==> config.mk <==
export PLATFORM = sky130hd
export DESIGN_NAME = or1200_enc_sched
export DESIGN_NICKNAME = d
export VERILOG_FILES = /design/src/rtl/or1200_enc_sched.sv
export SDC_FILE = /design/constraint.sdc
export NUM_CORES = 1
export LEC_CHECK = 0
export ABC_AREA = 1
export BUFFER_PORTS_ARGS = -buffer_cell sky130_fd_sc_hd__buf_2
export CORE_MARGIN = 8
export CORE_UTILIZATION = 50
export CTS_CLUSTER_DIAMETER = 200
export DETAILED_ROUTE_END_ITERATION = 10
export PLACE_DENSITY = 0.85
export SETUP_SLACK_MARGIN = 0.2
export SYNTH_ARGS = -nofsm -noshare
export SYNTH_HDL_FRONTEND = slang
export SYNTH_SLANG_ARGS = --single-unit
==> constraint.sdc <==
create_clock -name clk -period 2.9 [get_ports clk]
set_clock_uncertainty 0.2 [all_clocks]
set_input_delay 0.58 -clock clk [delete_from_list [all_inputs] [get_ports clk]]
set_output_delay 0.58 -clock clk [all_outputs]
set_load 0.05 [all_outputs]
==> src/rtl/or1200_enc_sched.sv <==
// Round-robin scheduler sharing one cache-line crypto engine between the IC and DC requesters.
// Optional watchdog on the engine wait: define OR1200_ENC_SCHED_TIMEOUT_EN.
module or1200_enc_sched #(
  parameter int AW             = 32,
  parameter int CNT_W          = 8,
  parameter int TIMEOUT_CYCLES = 255
) (
  input  logic          clk,
  input  logic          rst,
  input  logic          ic_req_i,
  input  logic [AW-1:0] ic_addr_i,
  input  logic          dc_req_i,
  input  logic [AW-1:0] dc_addr_i,
  input  logic          eng_done_i,
  output logic          eng_start_o,
  output logic [AW-1:0] eng_addr_o,
  output logic          eng_sel_o,
  output logic          ic_unstall_o,
  output logic          dc_unstall_o,
  output logic          busy_o,
  output logic          timeout_o
);

  if (TIMEOUT_CYCLES < 1 || TIMEOUT_CYCLES > (2**CNT_W) - 1) begin : g_bad_timeout
    $error("TIMEOUT_CYCLES must be in 1..2**CNT_W-1");
  end

  typedef enum logic [1:0] {S_IDLE, S_ISSUE, S_WAIT, S_DONE} state_t;

  state_t        state_q, state_d;
  logic          last_q, last_d;        // 0=IC, 1=DC
  logic          ic_mask_q, ic_mask_d;
  logic          dc_mask_q, dc_mask_d;
  logic [AW-1:0] addr_q, addr_d;
  logic          sel_q, sel_d;
  logic          start_q, start_d;
  logic          ic_un_q, ic_un_d;
  logic          dc_un_q, dc_un_d;
  logic          busy_q, busy_d;
  logic          ic_eff, dc_eff, grant_dc;

`ifdef OR1200_ENC_SCHED_TIMEOUT_EN
  localparam logic [CNT_W-1:0] TO_LAST = CNT_W'(TIMEOUT_CYCLES - 1);
  logic [CNT_W-1:0] cnt_q, cnt_d;
  logic             to_q, to_d;
`endif

  assign ic_eff = ic_req_i & ~ic_mask_q;
  assign dc_eff = dc_req_i & ~dc_mask_q;

  always_comb begin
    state_d   = state_q;
    last_d    = last_q;
    ic_mask_d = ic_mask_q;
    dc_mask_d = dc_mask_q;
    addr_d    = addr_q;
    sel_d     = sel_q;
    start_d   = 1'b0;
    ic_un_d   = 1'b0;
    dc_un_d   = 1'b0;
    grant_dc  = 1'b0;
`ifdef OR1200_ENC_SCHED_TIMEOUT_EN
    cnt_d     = cnt_q;
    to_d      = to_q;
`endif
    unique case (state_q)
      S_IDLE: begin
        // On a tie the requester not served last wins.
        grant_dc  = dc_eff & (~ic_eff | ~last_q);
        ic_mask_d = 1'b0;
        dc_mask_d = 1'b0;
        if (ic_eff | dc_eff) begin
          addr_d  = grant_dc ? dc_addr_i : ic_addr_i;
          sel_d   = grant_dc;
          last_d  = grant_dc;
          start_d = 1'b1;
          state_d = S_ISSUE;
`ifdef OR1200_ENC_SCHED_TIMEOUT_EN
          to_d    = 1'b0;
`endif
        end
      end
      S_ISSUE: begin
        state_d = S_WAIT;
`ifdef OR1200_ENC_SCHED_TIMEOUT_EN
        cnt_d   = '0;
`endif
      end
      S_WAIT: begin
        if (eng_done_i) begin
          state_d = S_DONE;
          ic_un_d = ~sel_q;
          dc_un_d = sel_q;
        end
`ifdef OR1200_ENC_SCHED_TIMEOUT_EN
        else if (cnt_q == TO_LAST) begin
          state_d = S_DONE;
          ic_un_d = ~sel_q;
          dc_un_d = sel_q;
          to_d    = 1'b1;
        end else begin
          cnt_d = cnt_q + 1'b1;
        end
`endif
      end
      S_DONE: begin
        // Masks hide a request still held for the cycle after its unstall.
        ic_mask_d = ~sel_q;
        dc_mask_d = sel_q;
        state_d   = S_IDLE;
      end
      default: state_d = S_IDLE;
    endcase
    busy_d = (state_d != S_IDLE);
  end

  always_ff @(posedge clk or negedge rst) begin
    if (!rst) begin
      state_q   <= S_IDLE;
      last_q    <= 1'b1;
      ic_mask_q <= 1'b0;
      dc_mask_q <= 1'b0;
      addr_q    <= '0;
      sel_q     <= 1'b0;
      start_q   <= 1'b0;
      ic_un_q   <= 1'b0;
      dc_un_q   <= 1'b0;
      busy_q    <= 1'b0;
    end else begin
      state_q   <= state_d;
      last_q    <= last_d;
      ic_mask_q <= ic_mask_d;
      dc_mask_q <= dc_mask_d;
      addr_q    <= addr_d;
      sel_q     <= sel_d;
      start_q   <= start_d;
      ic_un_q   <= ic_un_d;
      dc_un_q   <= dc_un_d;
      busy_q    <= busy_d;
    end
  end

`ifdef OR1200_ENC_SCHED_TIMEOUT_EN
  always_ff @(posedge clk or negedge rst) begin
    if (!rst) begin
      cnt_q <= '0;
      to_q  <= 1'b0;
    end else begin
      cnt_q <= cnt_d;
      to_q  <= to_d;
    end
  end

  assign timeout_o = to_q;
`else
  assign timeout_o = 1'b0;
`endif

  assign eng_start_o  = start_q;
  assign eng_addr_o   = addr_q;
  assign eng_sel_o    = sel_q;
  assign ic_unstall_o = ic_un_q;
  assign dc_unstall_o = dc_un_q;
  assign busy_o       = busy_q;

endmodule

==> summary.md, run 1 <==
| Metric | Value |
|---|---|
| Setup Crit Path Kind | reg -> reg |
| DR vias | 2226 |
| CP peak stage delay | between 0.4 and 0.5 ns |
| Initial core utilization | between 50% and 60% |
| Antenna cells | 0 |
| Yosys cell types | 20 |
| Internal cell power | roughly 1.6 mW |
| Post-Place Cells | about 460 |
| Cell Rows | 24 |
| Clock share of power | 12.9% |
| R2r endpoint | eng_addr_o[10] |
| Power per cell area | about 1200 mW/mm^2 |
| Endpoints failing hold | 0 |
| CP max FO | 34 |
| Core Footprint | around 0.0044 mm^2 |
| Total Routing Usage GR | ~17% |
| Area Growth Syn to Fin | 26.3% |
| Final setup violating endpoints | 0 |
| Nets | 489 |
| Hold buffer count at CTS | 0 |
| Tot Pwr | 3.50 mW |
| Slew HR | about two fifths |
| Commonest non-fill, non-tap cell in the layout | buf_2 |
| Max-cap violations | 0 |
| Syn nets | ~390 |
| Clock root buffer | clkbuf_8 |
| Cells on worst reg2reg path | 6 |
| Final Slew Violations | 0 |
| Initial antenna violation count | 0 |
| Number of global-route vias before repair | approximately 2300 |
| Nature of the critical path endpoint | flop |
| Worst Path Arrival | about 2 ns |
| Largest net degree at the start of global routing | 43 |
| Final Core Density | between 60% and 70% |
| Post-CTS Resized | 0 |
| Vias/cell | 4.75 |
| Finished Cell Area | ~0.0029 mm^2 |
| Number of I/O pins | 107 |
| Gate power share | 57.7% |
| Sequential share of power | ~30% |
| Max Clock Freq | approximately 500 MHz |
| Worst path cell trace | inv_1, ha_1, nand2_4, inv_2, nand3_1, nand2_1 |
| Crit path from | state_q[0] |
| Yosys warns | 0 |
| Seq cells post-synth | 42 |
| Buffer depth of the longest clock path | 2 |
| Final ANT Viol Nets | 0 |
| Crit path time final | 2.01 ns |
| DP Area | roughly 0.0028 mm^2 |
| Worst ir drop on vdd | 0.000639 V |
| IO buf count | 105 |
| Clock Sinks | 42 |
| Post-DP HPWL | between 4000 and 5000 um |
| WL per Instance | 12.6 um |
| RSZ-0062 raised after global routing | no |
| Clock H-tree levels | 2 |
| Drt first pass iters | 4 |
| Clock Latency Late Sink | approximately 0.29 ns |
| Net Sw Frac | a little over half |
| Critical path's top delay family | buffers and inverters |
| Worst reg2reg setup slack | 0.89 ns |
| Worst path bufs/invs | 2 |
| Sequential share of the synthesized area | around 46% |
| Setup Fix Bufs, Post-CTS | 0 |
| Area of the die | about 0.0070 mm^2 |
| Worst Setup Start Kind | flop |
| Proportion of layout cells with a drive suffix above 1 | 29.7% |
| Commonest cells after routing, fill and taps aside | 105 x buf_2, 104 x nand2_1, 69 x inv_1 |
| Run status | complete, no violations |
| Grt total ovfl | 0 |
| Crit-path slowest cell | inv_2 |
| # DRC | 0 |
| Detailed Route Iter0 Violations | 111 |
| Final period utilization | 69.3% |
| GPL Wtd Cong | roughly 0.81 |
| CTS clk-pin slew, worst paths | roughly 0.080 ns |
| Worst slew pin tran | ~0.9 ns |
| Leakage power | ~1.9 nW |
| Cells after Synth | between 300 and 400 |
| Avg Cell Area, Syn | approximately 7.2 um^2 |
| Synth Cell Area | about 0.0023 mm^2 |
| Non-Filler Instances | 469 |
| TritonCTS clock tree | built |
| Hold Path Class | in -> async |
| Setup_tns | 0 ns |
| Die width | 83.7 um |
| Die H | 83.7 um |
| DRT Wirelength | 5920 um |
| Switching power | ~1.9 mW |
| Worst R2R Start | state_q[0] |
| Required time of the critical path | ~2.9 ns |
| First-pass GRT wire length | about 10000 um |
| Num CTS Buffers | 5 |
==> synthesized netlist by cell type (all sizes together) <==
master / number / area (um^2)
o21ai: 2 / 10.0
ha: 4 / 50.1
buf: 16 / 109
inv: 73 / 274
dfstp: 1 / 26.3
nand2: 108 / 420
o22ai: 2 / 12.5
conb: 1 / 3.75
nand3: 66 / 335
dfrtp: 41 / 1030
nor2: 3 / 18.8
nand4: 1 / 6.26
==> power by group through the flow <==
stage | clock (mW) | combinational, mW | sequential, mW
after floorplan | 0 | 0.745 | 1.88
after global placement | 0 | 2.00 | 1.02
after detailed placement | 0 | 2.04 | 1.03
after CTS | 0.460 | 2.04 | 1.03
after global routing | 0.489 | 2.20 | 1.06
final | 0.451 | 2.02 | 1.03
==> worst max path at each step <==
stage / end / slack, ns / cells after the start
finish: eng_addr_o[10] / 0.89 / 6
global route: eng_addr_o[4] / 0.70 / 6
CTS: eng_addr_o[10] / 0.88 / 6
detailed placement: eng_addr_o[10] / 0.81 / 7
global placement: eng_addr_o[10] / 0.81 / 7
floorplan: eng_addr_o[0] / 1.46 / 6
==> sequential cells by signal, summed over array words and instances, names as in the netlist <==
name / count
ic_mask_q: 1
last_q: 1
dc_unstall_o: 1
busy_o: 1
ic_unstall_o: 1
eng_addr_o: 32
eng_start_o: 1
dc_mask_q: 1
eng_sel_o: 1
state_q: 2
==> area by class of cell <==
class	count	area [um^2]
clock buffer	7	76.3
clock inverter	1	30.0
timing repair buffer	107	541
inverter	73	274
multi-input combinational	187	857
sequential	42	1050
fill	406	1490
tap	52	65.1
==> layer usage <==
layer | track usage [%] | routed length (um) | vias to the layer above
li1 | - | - | 1138
met1 | 20.0 | 2510 | 1000
met2 | 28.6 | 2840 | 82
met3 | 6.93 | 518 | 6
met4 | 4.24 | 47 | 0
met5 | 0 | 0 | -
==> logic make-up after synthesis <==
logic type               after synthesis  share of synthesized area [%]
flip-flops                            42                           45.9
AND/OR/NAND/NOR                      178                           34.1
AO/OA/AOI/OAI                          4                          0.982
other                                  1                          0.164
adder cells (fa/ha/maj)                4                           2.18
buffers and inverters                 89                           16.7
==> stage by stage <==
stage	hold slack [ns]	setup slack [ns]
finish	0.200	0.890
global route	0.295	0.701
CTS	0.249	0.881
detailed placement	0.260	0.807
global placement	0.258	0.815
floorplan	0.0844	1.46
No activity file was read; power rests on OpenSTA's default activity.
==> inputs of run 2 (changes only) <==
--- a/config.mk
+++ b/config.mk
@@ -8,10 +8,10 @@
 export ABC_AREA = 1
 export BUFFER_PORTS_ARGS = -buffer_cell sky130_fd_sc_hd__buf_2
 export CORE_MARGIN = 8
-export CORE_UTILIZATION = 50
+export CORE_UTILIZATION = 42
 export CTS_CLUSTER_DIAMETER = 200
 export DETAILED_ROUTE_END_ITERATION = 10
-export PLACE_DENSITY = 0.85
+export PLACE_DENSITY = 0.76
 export SETUP_SLACK_MARGIN = 0.2
 export SYNTH_ARGS = -nofsm -noshare
 export SYNTH_HDL_FRONTEND = slang
==> constraint.sdc (replaced) <==
create_clock -name clk -period 1.6 [get_ports clk]
set_clock_uncertainty 0.2 [all_clocks]
set_input_delay 0.32 -clock clk [delete_from_list [all_inputs] [get_ports clk]]
set_output_delay 0.32 -clock clk [all_outputs]
set_load 0.05 [all_outputs]
==> run 2 against run 1 <==
Via count grew 10%; utilization grew 3.4 points; register-to-register slack lost 0.75 ns; die area grew 15%; critical endpoint is now eng_addr_o[16]; critical path depth is the same; global-route usage shrank 1.3 points; flip-flop and latch count is the same; highest routed layer unchanged; cell count grew 9.6%; design area grew 29%; sequential power grew 92%; maximum frequency grew 37%; wire length grew 28%; largest cell class is now non-clock buffers.
==> summary.md, run 2 (synthesis gave the netlist of run 1 again) <==
| Metric | Value |
|---|---|
| Commonest cells after routing, fill and taps aside | 78 x nand2_1, 68 x buf_2, 67 x inv_1 (was 105 x buf_2, 104 x nand2_1, 69 x inv_1) |
| CP peak stage delay | 0.56 ns (was 0.49 ns) |
| Crit path time final | 1.46 ns (was 2.01 ns) |
| Area Growth Syn to Fin | 62.7% (was 26.3%) |
| Post-DP HPWL | 4830 um (was 4410 um) |
| DR vias | 2450 (was 2226) |
| Area of the die | 0.00808 mm^2 (was 0.00701 mm^2) |
| Number of global-route vias before repair | 2415 (was 2297) |
| DRT Wirelength | 7600 um (was 5920 um) |
| HP Start | eng_done_i |
| Worst Path Arrival | 1.45 ns (was 2.04 ns) |
| CP most frequent cell | nand2_2 |
| Setup_tns | 0 ns (unchanged) |
| Nature of the critical path endpoint | flop (unchanged) |
| Post-Place Cells | 490 (was 461) |
| Final ANT Viol Nets | 0 (unchanged) |
| Die width | 89.9 um (was 83.7 um) |
| Vias/cell | 4.77 (was 4.75) |
| Crit path from | last_q (was state_q[0]) |
| Worst path bufs/invs | 1 (was 2) |
| Gate power share | 66.5% (was 57.7%) |
| Clock Latency Late Sink | 0.29 ns (about the same) |
| First-pass GRT wire length | 10900 um (was 10300 um) |
| Cell Rows | 27 (was 24) |
| Drt first pass iters | 4 (unchanged) |
| # DRC | 0 (unchanged) |
| Initial antenna violation count | 0 (unchanged) |
| Net Sw Frac | 50.5% (was 54.3%) |
| Final period utilization | 91.4% (was 69.3%) |
| Sequential share of power | 25.2% (was 29.4%) |
| Initial core utilization | 42.7% (was 52.3%) |
| Total Routing Usage GR | 15.9% (was 17.2%) |
| CTS clk-pin slew, worst paths | 0.07 ns (was 0.08 ns) |
| Final Slew Violations | 0 (unchanged) |
| Endpoints failing hold | 0 (unchanged) |
| Core Footprint | 0.00537 mm^2 (was 0.00438 mm^2) |
| Hold Path Class | in -> reg (was in -> async) |
| Die H | 89.9 um (was 83.7 um) |
| RSZ-0062 raised after global routing | yes (was no) |
| Largest register FFs | 32 (unchanged) |
| Clock Sinks | 42 (unchanged) |
| Number of I/O pins | 107 (unchanged) |
| Grt total ovfl | 0 (unchanged) |
| Clock H-tree levels | 2 (unchanged) |
| Critical path's top delay family | flip-flops (was buffers and inverters) |
| Clock root buffer | clkbuf_8 (unchanged) |
| Leakage power | 2.16 nW (was 1.88 nW) |
| Worst path cell trace | nand3_4, nand2_8, clkbuf_16, nand2_2, nand3_2, nand2_2 (was inv_1, ha_1, nand2_4, inv_2, nand3_1, nand2_1) |
| Setup Crit Path Kind | reg -> reg (unchanged) |
| Worst R2R Start | last_q (was state_q[0]) |
| Final setup violating endpoints | 0 (unchanged) |
| Nets | 514 (was 489) |
| TritonCTS clock tree | built (unchanged) |
| Detailed Route Iter0 Violations | 159 (was 111) |
| Max Clock Freq | 684 MHz (was 498 MHz) |
| GPL Wtd Cong | 0.838 (was 0.806) |
| Dpl ws | 0.106 ns (was 0.807 ns) |
| Power per cell area | 2110 mW/mm^2 (was 1210 mW/mm^2) |
| WL per Instance | 14.8 um (was 12.6 um) |
| Proportion of layout cells with a drive suffix above 1 | 46.2% (was 29.7%) |
| Buffer depth of the longest clock path | 2 (unchanged) |
| Num CTS Buffers | 5 (unchanged) |
| Switching power | 3.97 mW (was 1.90 mW) |
| Largest net degree at the start of global routing | 34 (was 43) |
| Antenna cells | 0 (unchanged) |
| Internal cell power | 3.89 mW (was 1.60 mW) |
| Max-cap violations | 0 (unchanged) |
| Final worst slack | 0.137 ns (was 0.890 ns) |
| Worst Setup Start Kind | flop (unchanged) |
| Required time of the critical path | 1.59 ns (was 2.93 ns) |
| Non-Filler Instances | 514 (was 469) |
| IO buf count | 105 (unchanged) |
| Worst ir drop on vdd | 0.00144 V (was 0.000639 V) |
| CP max FO | 7 (was 34) |
| Worst Hold Slack | 0.0657 ns (was 0.200 ns) |
| Run status | complete, no violations (unchanged) |
| Crit-path slowest cell | dfstp_2 (was inv_2) |
| Commonest non-fill, non-tap cell in the layout | nand2_1 (was buf_2) |
| Clock share of power | 8.3% (was 12.9%) |
[run 2: final cells by class]
| cell class | count | area [um^2] |
|---|---|---|
| Timing Repair Buffer | 132 | 1120 |
| Multi-Input combinational cell | 187 | 1110 |
| Inverter | 73 | 277 |
| Sequential cell | 42 | 1050 |
| Fill cell | 421 | 1640 |
| Tap cell | 72 | 90.1 |
| Clock buffer | 8 | 80.1 |
[run 2: routing by layer]
layer,vias up,share of wire (%),global-route usage [%]
met4,0,1.3,5.41
met3,9,6.7,5.74
met1,1161,38,17.3
met5,-,0,0
li1,1197,-,-
met2,83,54,27.9
[run 2: path summary, 6_finish.rpt]
check	end	slack (ns)	depth (start not counted)
max in group asynchronous	last_q	0.44	3
worst min-delay path	ic_unstall_o	0.07	3
min in group asynchronous	eng_addr_o[0]	0.23	2
worst min register to register	last_q	0.30	2
worst max register to register	eng_addr_o[16]	0.14	6
worst max-delay path	eng_addr_o[16]	0.14	6
[run 2: repair_timing]
action | 4_1_cts | 5_1_grt
gates cloned | 0 | 4
hold buffers | 1 | 0
setup endpoints to repair | 69 | 74
setup buffers | 2 | 9
endpoints found under the hold margin | 32 | 0
pin swaps | 0 | 22
gates resized for setup | 58 | 88
[run 2: stage by stage]
step	cell area (um^2)	util, %	total power, mW
final	3730	69.4	7.86
after global routing	3730	69.4	8.29
after CTS	3220	59.9	6.99
after detailed placement	2940	54.8	5.82
after global placement	2940	54.8	5.74
after floorplan	2290	-	4.75
[run 2: worst register-to-register path: stages (launching register included)]
cell and delay [ns]:
dfstp_2 0.56, nand3_4 0.10, nand2_8 0.14, clkbuf_16 0.18, nand2_2 0.06, nand3_2 0.08
nand2_2 0.05
[run 2: power by group through the flow]
stage | clock network (mW) | registers (mW) | logic, mW
floorplan | 0 | 3.40 | 1.35
global placement | 0 | 1.87 | 3.87
detailed placement | 0 | 1.87 | 3.95
CTS | 0.667 | 1.92 | 4.40
global route | 0.716 | 2.02 | 5.56
finish | 0.654 | 1.98 | 5.23
==> inputs of run 3 (changes only) <==
--- a/config.mk
+++ b/config.mk
@@ -8,10 +8,9 @@
 export ABC_AREA = 1
 export BUFFER_PORTS_ARGS = -buffer_cell sky130_fd_sc_hd__buf_2
 export CORE_MARGIN = 8
-export CORE_UTILIZATION = 42
+export CORE_UTILIZATION = 30
 export CTS_CLUSTER_DIAMETER = 200
 export DETAILED_ROUTE_END_ITERATION = 10
-export PLACE_DENSITY = 0.76
 export SETUP_SLACK_MARGIN = 0.2
 export SYNTH_ARGS = -nofsm -noshare
 export SYNTH_HDL_FRONTEND = slang
==> constraint.sdc (replaced) <==
create_clock -name clk -period 1.44 [get_ports clk]
set_clock_uncertainty 0.2 [all_clocks]
set_input_delay 0.288 -clock clk [delete_from_list [all_inputs] [get_ports clk]]
set_output_delay 0.288 -clock clk [all_outputs]
set_load 0.05 [all_outputs]
==> run 3 against run 2 <==
Clock power increased by 46%; power up 17%; setup slack got worse by 0.11 ns; clock-buffer cell count down 1; critical path depth did not move; wire length is 2.9% lower; utilization decreased by 19 points; largest power group unchanged; non-clock buffer count grew 14; via count up 0.41%; sequential power increased by 10%; maximum frequency grew 3.3%; register-to-register slack lost 0.11 ns.
==> summary.md, run 3 (synthesis gave the netlist of run 1 again) <==
| Metric | Value |
|---|---|
| Run status | complete, no violations (unchanged) |
| Internal cell power | 4.78 mW (was 3.89 mW) |
| Number of global-route vias before repair | 2361 (was 2415) |
| Final period utilization | 98.3% (was 91.4%) |
| Cell Rows | 32 (was 27) |
| Max-cap violations | 0 (unchanged) |
| Vias/cell | 4.40 (was 4.77) |
| Crit path from | last_q (unchanged) |
| Tot Pwr | 9.21 mW (was 7.86 mW) |
| Final Slew Violations | 0 (unchanged) |
| Worst ir drop on vdd | 0.00118 V (was 0.00144 V) |
| Net Sw Frac | 48.1% (was 50.5%) |
| Switching power | 4.43 mW (was 3.97 mW) |
| Number of I/O pins | 107 (unchanged) |
| Max Clock Freq | 706 MHz (was 684 MHz) |
| Commonest non-fill, non-tap cell in the layout | nand2_1 (unchanged) |
| Area of the die | 0.0107 mm^2 (was 0.00808 mm^2) |
| Final setup violating endpoints | 0 (unchanged) |
| GPL Wtd Cong | 0.697 (was 0.838) |
| Worst path cell trace | nand3_4, nand2_8, clkbuf_16, nand2_1, nand3_1, nand2_1 (was nand3_4, nand2_8, clkbuf_16, nand2_2, nand3_2, nand2_2) |
| Largest net degree at the start of global routing | 43 (was 34) |
| Crit path time final | 1.42 ns (was 1.46 ns) |
| IO buf count | 105 (unchanged) |
| Critical path's top delay family | flip-flops (unchanged) |
| RSZ-0062 raised after global routing | yes (unchanged) |
| DP Area | 0.00300 mm^2 (was 0.00294 mm^2) |
| Clock Latency Late Sink | 0.29 ns (about the same) |
| Initial core utilization | 30.3% (was 42.7%) |
| First-pass GRT wire length | 10800 um (was 10900 um) |
| Gate power share | 65.9% (was 66.5%) |
| Die H | 103 um (was 89.9 um) |
| Sequential share of power | 23.7% (was 25.2%) |
| Hold Path Class | in -> reg (unchanged) |
| Worst Setup Start Kind | flop (unchanged) |
| Detailed Route Iter0 Violations | 80 (was 159) |
| Endpoints failing hold | 0 (unchanged) |
| Commonest cells after routing, fill and taps aside | 86 x nand2_1, 68 x buf_2, 66 x inv_1 (was 78 x nand2_1, 68 x buf_2, 67 x inv_1) |
| Area Growth Syn to Fin | 65.9% (was 62.7%) |
| Power per cell area | 2420 mW/mm^2 (was 2110 mW/mm^2) |
| DRT Wirelength | 7380 um (was 7600 um) |
| CP most frequent cell | nand2_1 (was nand2_2) |
| Nature of the critical path endpoint | flop (unchanged) |
| Nets | 529 (was 514) |
| Setup_tns | 0 ns (unchanged) |
| Worst path bufs/invs | 1 (unchanged) |
| Num CTS Buffers | 5 (unchanged) |
| DR vias | 2460 (was 2450) |
| Worst R2R Start | last_q (unchanged) |
| Antenna cells | 0 (unchanged) |
| Clock Sinks | 42 (unchanged) |
| CP peak stage delay | 0.56 ns (about the same) |
| Proportion of layout cells with a drive suffix above 1 | 43.3% (was 46.2%) |
| Setup Crit Path Kind | reg -> reg (unchanged) |
| Final ANT Viol Nets | 0 (unchanged) |
| Clock H-tree levels | 2 (unchanged) |
| Buffer depth of the longest clock path | 2 (unchanged) |
| Drt first pass iters | 4 (unchanged) |
| Total Routing Usage GR | 12.8% (was 15.9%) |
| Core Footprint | 0.00757 mm^2 (was 0.00537 mm^2) |
| Finished Cell Area | 0.00380 mm^2 (was 0.00373 mm^2) |
| Clock share of power | 10.4% (was 8.3%) |
| Grt total ovfl | 0 (unchanged) |
| Worst Path Arrival | 1.39 ns (was 1.45 ns) |
| Post-DP HPWL | 4890 um (was 4830 um) |
| # DRC | 0 (unchanged) |
| CP max FO | 8 (was 7) |
| Die width | 103 um (was 89.9 um) |
| TritonCTS clock tree | built (unchanged) |
| Crit-path slowest cell | dfstp_2 (unchanged) |
| Leakage power | 2.22 nW (was 2.16 nW) |
| CTS clk-pin slew, worst paths | 0.08 ns (was 0.07 ns) |
| Clock root buffer | clkbuf_8 (unchanged) |
| WL per Instance | 13.2 um (was 14.8 um) |
| Largest register FFs | 32 (unchanged) |
| Initial antenna violation count | 0 (unchanged) |
| Required time of the critical path | 1.42 ns (was 1.59 ns) |
| HP Start | ic_addr_i[30] (was eng_done_i) |
run 3: cell type report:
| cell class | instances | area (um^2) |
|---|---|---|
| timing repair buffer | 146 | 1190 |
| sequential | 42 | 1050 |
| tap | 102 | 128 |
| multi-input combinational | 187 | 1020 |
| fill | 737 | 3760 |
| timing repair inverter | 1 | 8.76 |
| inverter | 73 | 289 |
| clock inverter | 1 | 30.0 |
| clock buffer | 7 | 86.3 |
run 3: worst reg2reg max path, cell delays in order (launching register included):
cell and delay, ns:
dfstp_2 0.56, nand3_4 0.10, nand2_8 0.12, clkbuf_16 0.16, nand2_1 0.05, nand3_1 0.06, nand2_1 0.05
run 3: through the flow:
stage | worst slack, ns | utilization [%] | hold slack (ns) | instances
6_report | 0.0242 | 50.3 | 0.0771 | 559
5_1_grt | -0.0313 | 50.3 | 0.0868 | 559
4_1_cts | 0.0493 | 46.2 | 0.0698 | 543
3_5_place_dp | -0.0414 | 39.7 | 0.0864 | 520
3_3_place_gp | -0.0135 | 39.7 | 0.0810 | 520
2_1_floorplan | 0.121 | - | -0.208 | 318
run 3: repair_timing:
action / 4_1_cts / 5_1_grt
gates cloned: 0 / 3
hold buffers: 1 / 0
endpoints found under the hold margin: 41 / 0
setup endpoints to repair: 78 / 78
pin swaps: 3 / 13
setup buffers: 14 / 13
resized for setup: 86 / 34
run 3: worst paths after layout:
| kind | depth (start not counted) | endpoint | slack, ns |
|---|---|---|---|
| min in group asynchronous | 3 | eng_addr_o[10] | 0.32 |
| max in group asynchronous | 3 | last_q | 0.47 |
| setup reg to reg | 6 | eng_addr_o[20] | 0.02 |
| setup / recovery | 6 | eng_addr_o[20] | 0.02 |
| hold reg to reg | 2 | last_q | 0.30 |
| hold / removal | 5 | eng_addr_o[30] | 0.08 |
run 3: metal layers:
| layer | part of all wire [%] | GRT usage (%) | up-vias |
|---|---|---|---|
| met2 | 51 | 23.1 | 80 |
| met3 | 8.4 | 4.02 | 4 |
| met1 | 40 | 14.4 | 1154 |
| met4 | 0.56 | 2.67 | 0 |
| li1 | - | - | 1222 |
| met5 | 0 | 0 | - |
run 3: power by group through the flow:
stage | registers [mW] | logic, mW | clock network (mW)
finish | 2.18 | 6.07 | 0.956
global route | 2.24 | 6.51 | 1.05
CTS | 2.18 | 5.45 | 0.989
detailed placement | 2.10 | 4.43 | 0
global placement | 2.09 | 4.36 | 0
floorplan | 3.79 | 1.62 | 0
